===== src/rtl/bubble_pkg.sv =====
// Shared bubble read-out definitions: access encodings, sequencer
// states and default cycle counts also used by the page loader.
package bubble_pkg;

  localparam logic [2:0] ACC_IDLE = 3'b000;
  localparam logic [2:0] ACC_BOOT = 3'b110;
  localparam logic [2:0] ACC_USER = 3'b111;

  typedef enum logic [1:0] {
    IDLE,
    WAIT_BUF,
    RUN
  } seq_state_e;

  localparam int DEF_CLKDIV       = 48;
  localparam int DEF_BOOT_CYCLES  = 4106;
  localparam int DEF_USER_CYCLES  = 584;
  localparam int DEF_WAIT_TIMEOUT = 65535;

  function automatic logic acc_valid(
    input logic [2:0] t
  );
    return (t == ACC_BOOT) || (t == ACC_USER);
  endfunction

endpackage


===== src/rtl/bubble_tick_divider.sv =====
// Enable-gated modulo-CLKDIV counter; strobes tick on the last count
// and restarts from zero when cleared.
module bubble_tick_divider #(
  parameter int CLKDIV = 48
) (
  input  logic clk,
  input  logic rst,
  input  logic en,
  input  logic clr,
  output logic tick
);

  localparam int W = (CLKDIV > 1) ? $clog2(CLKDIV) : 1;
  localparam logic [W-1:0] LAST = W'(CLKDIV - 1);

  logic [W-1:0] cnt;

  always_ff @(posedge clk or posedge rst) begin
    if (rst) begin
      cnt <= '0;
    end else if (clr) begin
      cnt <= '0;
    end else if (en) begin
      cnt <= (cnt == LAST) ? '0 : cnt + W'(1);
    end
  end

  assign tick = en & (cnt == LAST);

endmodule


===== src/rtl/bubble_output_sequencer.sv =====
// Sequences one BOOT/USER bubble read-out: waits for the buffer, then
// emits one read tick per bubble cycle while stepping the cycle number.
module bubble_output_sequencer
  import bubble_pkg::*;
#(
  parameter int CLKDIV       = DEF_CLKDIV,
  parameter int BOOT_CYCLES  = DEF_BOOT_CYCLES,
  parameter int USER_CYCLES  = DEF_USER_CYCLES,
  parameter int WAIT_TIMEOUT = DEF_WAIT_TIMEOUT
) (
  input  logic        MCLK,
  input  logic        RST,
  input  logic        START,
  input  logic [2:0]  REQTYPE,
  input  logic        ABORT,
  input  logic        BUFRDY,
  output logic [2:0]  ACCTYPE,
  output logic [12:0] BOUTCYCLENUM,
  output logic        nBOUTCLKEN,
  output logic        BUSY,
  output logic        DONE,
  output logic        ERR
);

  localparam logic [12:0] BOOT_LAST = 13'(BOOT_CYCLES - 1);
  localparam logic [12:0] USER_LAST = 13'(USER_CYCLES - 1);
  localparam logic [15:0] TMO_LAST  = 16'(WAIT_TIMEOUT - 1);

  seq_state_e  state;
  seq_state_e  state_d;
  logic [2:0]  acc_d;
  logic [12:0] cyc_d;
  logic [15:0] tmo;
  logic [15:0] tmo_d;
  logic        nclk_d;
  logic        busy_d;
  logic        done_d;
  logic        err_d;
  logic        div_en;
  logic        div_clr;
  logic        div_tick;
  logic [12:0] last_cyc;

  assign last_cyc = (ACCTYPE == ACC_USER) ? USER_LAST : BOOT_LAST;
  assign div_en   = (state == RUN);

  bubble_tick_divider #(
    .CLKDIV(CLKDIV)
  ) u_div (
    .clk (MCLK),
    .rst (RST),
    .en  (div_en),
    .clr (div_clr),
    .tick(div_tick)
  );

  always_comb begin
    state_d = state;
    acc_d   = ACCTYPE;
    cyc_d   = BOUTCYCLENUM;
    tmo_d   = tmo;
    nclk_d  = 1'b1;
    done_d  = 1'b0;
    err_d   = 1'b0;
    div_clr = 1'b0;
    unique case (state)
      IDLE: begin
        if (START && !ABORT) begin
          if (acc_valid(REQTYPE)) begin
            state_d = WAIT_BUF;
            acc_d   = REQTYPE;
            cyc_d   = '0;
            tmo_d   = '0;
          end else begin
            err_d = 1'b1;
          end
        end
      end
      WAIT_BUF: begin
        if (ABORT) begin
          state_d = IDLE;
          acc_d   = ACC_IDLE;
          cyc_d   = '0;
        end else if (BUFRDY) begin
          state_d = RUN;
          div_clr = 1'b1;
        end else if (tmo == TMO_LAST) begin
          state_d = IDLE;
          acc_d   = ACC_IDLE;
          cyc_d   = '0;
          err_d   = 1'b1;
        end else if (tmo != 16'hFFFF) begin
          tmo_d = tmo + 16'd1;
        end
      end
      RUN: begin
        // abort wins over a tick due on the same edge
        if (ABORT) begin
          state_d = IDLE;
          acc_d   = ACC_IDLE;
          cyc_d   = '0;
        end else begin
          if (div_tick) begin
            nclk_d = 1'b0;
          end
          if (!nBOUTCLKEN) begin
            if (BOUTCYCLENUM == last_cyc) begin
              state_d = IDLE;
              acc_d   = ACC_IDLE;
              cyc_d   = '0;
              done_d  = 1'b1;
            end else begin
              cyc_d = BOUTCYCLENUM + 13'd1;
            end
          end
        end
      end
      default: begin
        state_d = IDLE;
        acc_d   = ACC_IDLE;
        cyc_d   = '0;
      end
    endcase
    busy_d = (state_d != IDLE);
  end

  always_ff @(posedge MCLK or posedge RST) begin
    if (RST) begin
      state        <= IDLE;
      ACCTYPE      <= ACC_IDLE;
      BOUTCYCLENUM <= '0;
      tmo          <= '0;
      nBOUTCLKEN   <= 1'b1;
      BUSY         <= 1'b0;
      DONE         <= 1'b0;
      ERR          <= 1'b0;
    end else begin
      state        <= state_d;
      ACCTYPE      <= acc_d;
      BOUTCYCLENUM <= cyc_d;
      tmo          <= tmo_d;
      nBOUTCLKEN   <= nclk_d;
      BUSY         <= busy_d;
      DONE         <= done_d;
      ERR          <= err_d;
    end
  end

endmodule


===== config.mk =====
export PLATFORM = sky130hd
export DESIGN_NAME = bubble_output_sequencer
export DESIGN_NICKNAME = d
export VERILOG_FILES = /design/src/rtl/bubble_pkg.sv /design/src/rtl/bubble_tick_divider.sv /design/src/rtl/bubble_output_sequencer.sv
export SDC_FILE = /design/constraint.sdc
export NUM_CORES = 1
export LEC_CHECK = 0
export ABC_AREA = 1
export ABC_CLOCK_PERIOD_IN_PS = 1720
export CORE_UTILIZATION = 35
export CTS_BUF_LIST = sky130_fd_sc_hd__clkbuf_8
export DETAILED_ROUTE_END_ITERATION = 12
export PLACE_DENSITY = 0.57
export SYNTH_ARGS = -nofsm -noshare
export SYNTH_HDL_FRONTEND = slang
export SYNTH_SLANG_ARGS = --single-unit
export TNS_END_PERCENT = 30

===== constraint.sdc =====
create_clock -name MCLK -period 1.72 [get_ports MCLK]
set_input_delay 0.172 -clock MCLK [delete_from_list [all_inputs] [get_ports MCLK]]
set_output_delay 0.172 -clock MCLK [all_outputs]
set_load 0.01 [all_outputs]

Word-level counts from Yosys, hierarchy flattened --
Cells that the tools add are included.
Word-level totals: bits in registers 44, output and inout bits 20, word-level logic and storage cells 96, input bits 8
Operators by class: add/subtract/negate cells 3, bitwise logic cells 1, eq/ne operators 19, mux-type cells 54, reductions and logical operators 10
Operators by type and width (number):
- 13-bit two-way mux | 9
- 16-bit two-way mux | 6
- 13-bit one-hot mux with 3 select lines | 1
- 16-bit one-hot mux with 2 select lines | 1
- 3-bit two-way mux | 8
- 6-bit two-way mux | 3
- 16-bit by 1-bit adder with 16-bit output, second input constant | 1
- 16-bit == test, second input constant | 1
- 2-bit two-way mux | 8
- 16-bit != test, second input constant | 1
- 1-bit two-way mux | 15
- 13-bit by 1-bit adder with 13-bit output, second input constant | 1
- 13-bit == test | 1
- 2-bit != test, second input constant | 6
- 3-bit != test, second input constant | 4
- 3-bit == test, second input constant | 3
- 3-bit one-hot mux with 3 select lines | 1
- 7-bit AND reduction | 1
- 6-bit by 1-bit adder with 6-bit output, second input constant | 1
- 6-bit == test, second input constant | 1
- 2-bit one-hot mux with 3 select lines | 1
- 6-bit AND reduction | 1
- 2-bit nonzero test | 3
- 5-bit AND reduction | 1
- 8 further kinds | 8

Depth between registers and ports, before layout --
Gate-level depths: netlist of run 1.
word-level depth 8, depth in mapped cells 12, mapped depth without buffers 11

Modules after synthesis --
A second synthesis of run 1 with hierarchy kept.
Second synthesis, totals: cells, all modules 369, area total of the unflattened synthesis 2781.4 um^2
Modules (own cells, without submodules):
- bubble_output_sequencer | instances 1, seq. area each 952.2 um^2, cells an instance 324, area each 2427.3 um^2
- bubble_tick_divider | instances 1, seq. area each 150.1 um^2, cells an instance 45, area each 354.1 um^2

Worst setup path after synthesis of run 1 --
No wires, ideal clock.
kind register to register, start point register tmo[0], end point register BOUTCYCLENUM[9], stages on the path, launching flop included 12, setup time 0.120 ns, path slack 0.110 ns, arrival time 1.490 ns, clock period less this slack 1.610 ns, path buffers 1, required time 1.600 ns, cell sequence dfrtp_1 -> inv_1 -> ha_1 -> inv_1 -> nor2_2 -> nand2_2 -> o21ai_2 -> nand2_2 -> buf_6 -> nor2_1 -> nand2_1 -> and3_1
Between the ends: word-level cells in the longest chain between the ends 3
Ends and longest elaborated chain:
- start: declaration | RTL line bubble_output_sequencer.sv:33 | logic [15:0] tmo;
- start signal: assignment | RTL line bubble_output_sequencer.sv:141 | tmo <= tmo_d;
- 16-bit == test | RTL line bubble_output_sequencer.sv:87 | end else if (tmo == TMO_LAST) begin
- 3-bit != test (no line)
- 5-bit AND reduction (no line)
- end signal: assignment | RTL line bubble_output_sequencer.sv:140 | BOUTCYCLENUM <= cyc_d;
- end: declaration | RTL line bubble_output_sequencer.sv:18 | output logic [12:0] BOUTCYCLENUM,
Every way passes these cells. A chain may end at the register's enable or synchronous reset.

Worst setup path after layout of run 1 --
start point register tmo[0], end point register BOUTCYCLENUM[10]
Same word-level chain as after synthesis.

==> flow_summary.json, run 1 <==
{
  "pwr-share-clk_pct": 23.8,
  "p_seq_share_pct": 46.3,
  "dp_slack_ns": -0.1901,
  "syn_nets": 360,
  "area_growth_pct": 34.36,
  "internal-power_mw": 1.838,
  "die_area_um2": 7800,
  "cp_top_family": "flip-flops",
  "h-tree-depth": 2,
  "grt_pass1_wl_um": 10410,
  "grt_start_max_net_pins": 31,
  "yosysTopAreaCellShare_pct": 41.27,
  "finalNonFillerCells": 514,
  "period_share_pct": 99.41,
  "worst_path_most_repeated_cell": "inv_2",
  "p_leak_nw": 1.557,
  "tns_ns": 0,
  "ys.warnings.count": 0,
  "antennaDiodeCount": 0,
  "required_ns": 1.96,
  "synth.most_common_cell": "nand2_1",
  "grtUsageMet2_pct": 30.35,
  "wire_per_inst_um": 12.79,
  "critPathBufInv": 4,
  "grt.total_usage_pct": 17.32,
  "synthTopCellsByCount": "nand2_1 (84), nor2_1 (48), dfrtp_1 (43), inv_1 (43), nand3_1 (29)",
  "synth.distinct_cells": 36,
  "first_pass_iters": 8,
  "synthArstFlopShare_pct": 100.0,
  "ant_nets": 0,
  "grt_util_met3_pct": 2.985,
  "max_freq_mhz": 584.8,
  "end_kind": "flip-flop",
  "via_per_inst": 4.747,
  "netlist_area_um2": 2608,
  "critical_path_class": "flip-flop to flip-flop",
  "hpwl_um": 4682,
  "critical_path_arrival_ns": 1.95,
  "vias": 2440,
  "finalWirelength_um": 6573,
  "grt_pass1_vias": 2302,
  "antenna_found_initial": 0,
  "violations": "DRC",
  "p_comb_share_pct": 29.9,
  "root_buffer": "clkbuf_8",
  "ys_seq_area_share_pct": 42.27,
  "timing.final.crit_period_ns": 1.710,
  "slew_headroom_pct": 60.05,
  "pwr_density_cell_nw_per_um2": 793.5,
  "row_count": 31,
  "insertion_delay_ns": 0.31,
  "final_max_slew_viol_count": 0,
  "rsz0062_at_grt": "true",
  "cts_tree": "yes",
  "place_inst": 500,
  "layout-drive-gt1-share_pct": 22.65,
  "ioPinCount": 28,
  "grt_use_met1_pct": 21.60,
  "fin_skew_ns": 0.008621,
  "cp_slowest_cell": "dfrtp_1",
  "crit_path_cell_trace": "inv_2, ha_4, inv_2, nor2_4, nand2_2, o21ai_4, nand2_4, inv_6, buf_6, nand4_1, a21oi_1",
  "die_w_um": 88.32,
  "status": "finished with violations",
  "max_stage_delay_ns": 0.43,
  "yosysTopAreaCell": "dfrtp_1",
  "yosys-top-cells-area": "dfrtp_1 (41%), nand2_1 (12%), nor2_1 (6.9%)",
  "drc": 2,
  "synth-seq-cells": 44,
  "drtIter0Drc": 79,
  "hold_viol": 0,
  "place_congestion": 0.8613,
  "path_max_fanout": 7,
  "initial_core_util_pct": 36.14,
  "holdCritPathClass": "input pin to asynchronous set/reset pin",
  "clk_pin_slew_ns": 0.09,
  "synth-edff-count": 0,
  "power.switching_mw": 0.9419,
  "cts_sinks": 44,
  "switching_share_pct": 33.88,
  "power_mw": 2.780,
  "synthFlopType": "dfrtp_1",
  "ir_worst_vdd_uv": 304.8,
  "cts_buffers": 5,
  "die_h_um": 88.32,
  "grt-ovfl-total": 0,
  "coreArea_um2": 7214,
  "critPathLaunchType": "flip-flop",
  "tightest_slew_ns": 0.5956,
  "setup_slack_ns": 0.01007,
  "avgSynthCellArea_um2": 7.493,
  "max-cap-violations": 0,
  "top_usage_layer": "met2",
  "clockBufferDepth": 2,
  "setup_viol": 0,
  "portBuffers": 27,
  "synth_cells": 348,
  "fin_nets": 426,
  "utilization_pct": 48.56
}
[cell families after synthesis]
logic type | count (synthesis) | synth area share [%]
AND/OR/NAND/NOR | 199 | 34.21
buffers and inverters | 51 | 8.973
flip-flops | 44 | 42.27
AO/OA/AOI/OAI | 38 | 8.589
XOR/XNOR | 12 | 4.031
adder cells (fa/ha/maj) | 4 | 1.919
[final timing paths]
check | slack (ns) | endpoint | cells past startpoint | start
worst max-delay path | 0.01 | BOUTCYCLENUM[10] | 11 | tmo[0]
worst min-delay path | 0.15 | u_div.cnt[3] | 2 | RST
worst max register to register | 0.01 | BOUTCYCLENUM[10] | 11 | tmo[0]
worst min register to register | 0.51 | ACCTYPE[1] | 2 | ACCTYPE[1]
max in group asynchronous | 1.05 | tmo[1] | 3 | RST
min in group MCLK | 0.43 | ACCTYPE[0] | 3 | REQTYPE[0]
[routing by layer]
layer	vias to the layer above	share of wire [%]
li1	1244	-
met1	1151	47
met2	36	49
met3	9	2.6
met4	0	1.5
met5	-	0
[metrics by stage]
stage	instance area [um2]	hold WS (ns)
global placement	3191	0.4938
detailed placement	3191	0.4960
floorplan	2608	0.2444
global route	3503	0.1745
finish	3503	0.1536
CTS	3303	0.1606
[final cells by class]
cell class | instances | area (um2)
Sequential cell | 44 | 1104
Multi-Input combinational cell | 253 | 1401
Inverter | 46 | 190.2
Timing Repair Buffer | 62 | 581.8
Clock buffer | 5 | 68.82
Timing Repair inverter | 2 | 17.52
Fill cell | 747 | 3711
Tap cell | 99 | 123.9
Clock inverter | 3 | 16.27
[timing repair]
action                     CTS  global route
pin swaps                    2            14
hold buffers                 0             0
setup endpoints to repair   20            32
cloned                       0             3
buffers inserted             2             1
resized for setup            4            47
[sequential cells by signal, summed over array words and instances, names as in the netlist]
| register | flops |
|---|---|
| ACCTYPE | 3 |
| BOUTCYCLENUM | 13 |
| BUSY | 1 |
| DONE | 1 |
| ERR | 1 |
| nBOUTCLKEN | 1 |
| state | 2 |
| tmo | 16 |
| u_div.cnt | 6 |
[layout by cell type (no fill, tap or decap), types with 2 or more instances in the layout]
| master | count |
|---|---|
| nor3_1 | 8 |
| inv_2 | 4 |
| nand2_8 | 2 |
| ha_1 | 3 |
| nor3_2 | 2 |
| o21ai_0 | 12 |
| inv_6 | 3 |
| nor2_4 | 5 |
| o21ai_1 | 7 |
| clkbuf_8 | 5 |
| dfrtp_1 | 42 |
| or2_2 | 2 |
| nor2_1 | 42 |
| inv_1 | 40 |
| o21ai_2 | 6 |
| nand3_2 | 3 |
| nor2_2 | 7 |
| nand2_4 | 2 |
| a21oi_1 | 5 |
| nand2_1 | 80 |
| buf_6 | 3 |
| xnor2_1 | 3 |
| nand2_2 | 8 |
| xor2_1 | 9 |
| buf_4 | 29 |
| nand3_1 | 28 |
| nand4_1 | 6 |
| clkdlybuf4s50_1 | 27 |
[power groups by stage]
stage	Combinational [mW]	Clock [mW]	Sequential, mW
after floorplan	0.429	0	1.30
after global placement	0.719	0	1.30
after detailed placement	0.729	0	1.30
after CTS	0.764	0.694	1.28
after global routing	0.929	0.726	1.31
final	0.832	0.661	1.29
Power figures use the tool's default switching activity.
==> run 2: changes to the inputs <==
- CORE_UTILIZATION: 35 -> 45
- GPL_TIMING_DRIVEN: unset -> 1
- PLACE_DENSITY: 0.57 -> 0.69
==> run 2 against run 1 <==
  * The flow now finishes without violations
  * Fmax increased by 4.4%
  * Register-to-register slack better by 0.07 ns
  * Non-clock buffer count is 3 lower
  * First-iteration DRC count increased by 67%
  * Sequential share of layout area increased by 1.2 points
  * Routed wire length fell by 8.5%
  * Cell count fell by 6.2%
  * Critical path depth fell by 1
  * Critical endpoint is now tmo[0]
  * Largest cell class unchanged
  * Highest routed layer unchanged
==> flow_summary.json, run 2 (synthesis gave the netlist of run 1 again) <==
{
  "timing.final.crit_period_ns": 1.637,
  "portBuffers": 27,
  "pwr-share-clk_pct": 27.9,
  "cts_tree": "yes",
  "critPathLaunchType": "flip-flop",
  "antennaDiodeCount": 0,
  "layout-drive-gt1-share_pct": 20.49,
  "tns_ns": 0,
  "setup_slack_ns": 0.08255,
  "layout_common_cells": "nand2_1 (82), dfrtp_1 (43), nor2_1 (42)",
  "p_comb_share_pct": 27.5,
  "drc": 0,
  "slew_headroom_pct": 77.46,
  "grt-ovfl-total": 0,
  "status": "completed",
  "grt_pass1_wl_um": 10320,
  "p_seq_share_pct": 44.7,
  "fin_skew_ns": 0.01125,
  "internal-power_mw": 1.959,
  "place_congestion": 0.9114,
  "antenna_found_initial": 0,
  "grt_start_max_net_pins": 45,
  "holdCritPathClass": "input pin to asynchronous set/reset pin",
  "required_ns": 1.90,
  "grt_pass1_vias": 2303,
  "first_pass_iters": 4,
  "ioPinCount": 28,
  "wire_per_inst_um": 12.47,
  "final_common_cell": "nand2_1",
  "die_w_um": 78.12,
  "cts_hold_buffers": 0,
  "drtIter0Drc": 132,
  "setup_viol": 0,
  "final_max_slew_viol_count": 0,
  "period_share_pct": 95.20,
  "critical_path_arrival_ns": 1.82,
  "insertion_delay_ns": 0.30,
  "critical_path_class": "flip-flop to flip-flop",
  "reg.largest.list": "tmo (16), BOUTCYCLENUM (13), u_div.cnt (6)",
  "max-cap-violations": 0,
  "path_max_fanout": 19,
  "cts_sinks": 44,
  "grt.total_usage_pct": 21.30,
  "hold_viol": 0,
  "utilization_pct": 60.79,
  "pwr_density_cell_nw_per_um2": 854.2,
  "end_kind": "flip-flop",
  "die_h_um": 78.12,
  "dp_slack_ns": -0.1425,
  "ant_nets": 0,
  "hold_ws_ns": 0.2058,
  "power.switching_mw": 0.9185,
  "hpwl_um": 4394,
  "switching_share_pct": 31.92,
  "largest_register_ffs": 16,
  "row_count": 27,
  "clockBufferDepth": 2,
  "fin_nets": 421,
  "via_per_inst": 4.915,
  "h-tree-depth": 2,
  "rsz0062_at_grt": "true",
  "ir_worst_vdd_uv": 433.1,
  "cts_buffers": 5,
  "largest_register": "tmo",
  "finalWirelength_um": 6012,
  "power_mw": 2.877,
  "tightest_slew_ns": 0.3356,
  "clk_pin_slew_ns": 0.09,
  "root_buffer": "clkbuf_8",
  "area_growth_pct": 29.17,
  "die_area_um2": 6103,
  "initial_core_util_pct": 47.06,
  "p_leak_nw": 1.489,
  "max_freq_mhz": 610.7,
  "vias": 2369,
  "coreArea_um2": 5540
}
-- run 2: cell types whose count changed in the layout (fill, tap and decap cells not counted), sizes merged --
cell    delta
buf        -2
bufinv     +1
clkbuf     -1
clkinv     -1
inv        -2
-- run 2: layer usage --
metal  part of all wire [%]  wire, um  GRT usage (%)
met3                    3.3       197          4.302
met4                   0.88        53          7.037
met1                     47      2809          28.38
met5                      0         0              0
met2                     49      2952          34.56
-- run 2: critical path, stage by stage (launching register included) --
cell	delay, ns
dfrtp_1	0.44
ha_2	0.21
inv_1	0.07
nor2_4	0.14
nand2_2	0.09
nor3_2	0.15
nor2_1	0.06
nand2_2	0.10
inv_4	0.11
nand3_1	0.10
o21ai_2	0.05
-- run 2: power by group through the flow --
stage / sequential [mW] / clock, mW / combinational [mW]
final: 1.28 / 0.802 / 0.790
after global routing: 1.31 / 0.873 / 0.893
after CTS: 1.28 / 0.829 / 0.715
after detailed placement: 1.30 / 0 / 0.711
after global placement: 1.29 / 0 / 0.691
after floorplan: 1.30 / 0 / 0.429
-- run 2: cell type report --
| type | instances | area, um2 |
|---|---|---|
| clock buffer | 5 | 68.82 |
| clock inverter | 3 | 42.54 |
| fill | 511 | 2172 |
| inverter | 46 | 177.7 |
| multi-input combinational | 253 | 1356 |
| sequential | 44 | 1102 |
| tap | 72 | 90.09 |
| timing repair buffer | 59 | 530.5 |
-- run 2: metrics by stage --
step,instances,instance area [um2]
finish,482,3368
global route,482,3368
floorplan,348,2608
CTS,478,3246
detailed placement,470,3134
global placement,470,3134
-- run 2: path summary, 6_finish.rpt --
path | end | slack (ns) | from | cells after the start
setup / recovery | tmo[0] | 0.08 | tmo[1] | 10
hold / removal | tmo[14] | 0.21 | RST | 3
setup reg to reg | tmo[0] | 0.08 | tmo[1] | 10
hold reg to reg | ACCTYPE[1] | 0.51 | ACCTYPE[1] | 2
max in group asynchronous | nBOUTCLKEN | 1.25 | RST | 3
min in group MCLK | ACCTYPE[0] | 0.46 | REQTYPE[0] | 3
-- run 2: timing repair --
action                                  4_1_cts  5_1_grt
setup buffers                                 0        4
pin swaps                                     0        8
hold endpoints to repair                      0        0
resized for setup                             0       27
endpoints found under the setup margin        4       32
gates cloned                                  0        0
==> run 3: changes to the inputs <==
- MAX_ROUTING_LAYER: unset -> met4
==> run 3 against run 2 <==
  * Flip-flop and latch count unchanged
  * Register-to-register slack about the same
  * Clock-buffer cell count unchanged
  * Worst hold slack worse by 0.00092 ns
  * Critical path type unchanged
  * Largest cell class unchanged
==> flow_summary.json, run 3 (synthesis gave the netlist of run 1 again) <==
{
  "status": "completed",
  "clk_pin_slew_ns": 0.09,
  "layout_common_cells": "nand2_1 (82), dfrtp_1 (43), nor2_1 (42)",
  "crit_start": "tmo[1]",
  "cts_buffers": 5,
  "largest_register": "tmo",
  "portBuffers": 27,
  "fillers": 511,
  "critPathLaunchType": "flip-flop",
  "grt_pass1_wl_um": 10340,
  "p_seq_share_pct": 44.7,
  "layout-drive-gt1-share_pct": 20.49,
  "die_h_um": 78.12,
  "area_growth_pct": 29.17,
  "root_buffer": "clkbuf_8",
  "period_share_pct": 95.31,
  "critPathBufInv": 2,
  "reg2regPathDepth": 10,
  "grt.total_usage_pct": 21.92,
  "via_per_inst": 4.948,
  "first_pass_iters": 4,
  "fin_nets": 421,
  "required_ns": 1.91,
  "die_area_um2": 6103,
  "slew_headroom_pct": 76.31,
  "hpwl_um": 4394,
  "finalWirelength_um": 6018,
  "final_max_slew_viol_count": 0,
  "cp-endpoint": "tmo[0]",
  "drc": 0,
  "power.switching_mw": 0.9182,
  "vias": 2385,
  "p_comb_share_pct": 27.4,
  "place_congestion": 0.9271,
  "critical_path_arrival_ns": 1.83,
  "die_w_um": 78.12,
  "max-cap-violations": 0,
  "ir_worst_vdd_uv": 433.0,
  "cts_hold_buffers": 0,
  "path_max_fanout": 19,
  "drtIter0Drc": 146,
  "cts_tree": "yes",
  "largest_register_ffs": 16,
  "max_stage_delay_ns": 0.44,
  "antennaDiodeCount": 0,
  "h-tree-depth": 2,
  "holdCritPathClass": "input pin to asynchronous set/reset pin",
  "antenna_found_initial": 0,
  "hold_viol": 0,
  "pwr_density_cell_nw_per_um2": 854.1,
  "tightest_slew_ns": 0.3526,
  "wire_per_inst_um": 12.49,
  "switching_share_pct": 31.92,
  "coreArea_um2": 5540,
  "max_freq_mhz": 610.0,
  "insertion_delay_ns": 0.30,
  "r2r_start": "tmo[1]",
  "r2r_end": "tmo[0]",
  "r2r_setup_slack_ns": 0.08,
  "utilization_pct": 60.79,
  "end_kind": "flip-flop",
  "final_common_cell": "nand2_1",
  "internal-power_mw": 1.959,
  "crit_path_cell_trace": "ha_2, inv_1, nor2_4, nand2_2, nor3_2, nor2_1, nand2_2, inv_4, nand3_1, o21ai_2",
  "cp_top_family": "simple AND/OR/NAND/NOR gates",
  "worst_path_most_repeated_cell": "nand2_2",
  "timing.final.crit_period_ns": 1.639,
  "rsz0062_at_grt": "true",
  "pwr-share-clk_pct": 28.0,
  "setup_slack_ns": 0.08060,
  "cp.depth": 10,
  "row_count": 27,
  "grt_start_max_net_pins": 45,
  "clockBufferDepth": 2,
  "cts_sinks": 44,
  "grt_pass1_vias": 2297,
  "ioPinCount": 28,
  "initial_core_util_pct": 47.06,
  "hold_ws_ns": 0.2048,
  "dp_slack_ns": -0.1425,
  "cp_slowest_cell": "dfrtp_1",
  "setup_viol": 0,
  "reg.largest.list": "tmo (16), BOUTCYCLENUM (13), u_div.cnt (6)",
  "ant_nets": 0,
  "critical_path_class": "flip-flop to flip-flop",
  "p_leak_nw": 1.489,
  "grt-ovfl-total": 0,
  "fin_skew_ns": 0.01150
}
[run 3: cell counts in the layout (fill, tap and decap cells not counted)]
No cell type changed its count.
[run 3: final cells by class]
| type | instances | area (um2) | area share, % |
|---|---|---|---|
| well taps | 72 | 90.09 | 2.675 |
| multi-input cells | 253 | 1356 | 40.27 |
| clock buffers | 5 | 68.82 | 2.043 |
| flip-flops and latches | 44 | 1102 | 32.73 |
| inverters | 46 | 177.7 | 5.275 |
| repair buffers | 59 | 530.5 | 15.75 |
| clock inverters | 3 | 42.54 | 1.263 |
[run 3: what timing repair did]
item / 4_1_cts / 5_1_grt
gates resized for setup: 0 / 27
endpoints found under the hold margin: 0 / 0
endpoints found under the setup margin: 4 / 32
pin swaps: 0 / 8
buffers inserted: 0 / 4
[run 3: worst min path at each step]
stage	slack (ns)	endpoint	depth (start not counted)	from
global route	0.23	u_div.cnt[3]	3	RST
global placement	0.49	ACCTYPE[1]	2	ACCTYPE[1]
finish	0.20	state[0]	3	RST
CTS	0.21	state[0]	3	RST
detailed placement	0.50	ACCTYPE[1]	2	ACCTYPE[1]
floorplan	0.24	DONE	1	ABORT
[run 3: worst register-to-register path, cell delays in order, from the launching register on]
cell     delay, ns
dfrtp_1       0.44
ha_2          0.21
inv_1         0.07
nor2_4        0.14
nand2_2       0.10
nor3_2        0.15
nor2_1        0.06
nand2_2       0.10
inv_4         0.11
nand3_1       0.10
o21ai_2       0.05
[run 3: power groups by stage]
stage                     sequential [mW]  clock (mW)  combinational, mW
after floorplan                      1.30           0              0.429
after global placement               1.29           0              0.691
after detailed placement             1.30           0              0.711
after CTS                            1.28       0.829              0.715
after global routing                 1.31       0.875              0.894
final                                1.29       0.805              0.787
[run 3: stage by stage]
step                TNS [ns]  instance area (um2)  std cells  total power [mW]
CTS                 -0.06281                 3246        478             2.824
global placement     -0.2991                 3134        470             1.985
finish                     0                 3368        482             2.877
detailed placement    -2.157                 3134        470             2.012
floorplan                  0                 2608        348             1.734
global route         -0.3959                 3368        482             3.075
[run 3: metal layers]
layer  vias up  part of all wire, %  wire length [um]  GRT usage, %
li1       1225                    -                 -             -
met1      1109                   47              2803         28.45
met2        41                   49              2927         34.56
met3        10                  3.3               201         4.302
met4         0                  1.4                87         7.037
met5         -                    0                 0             -
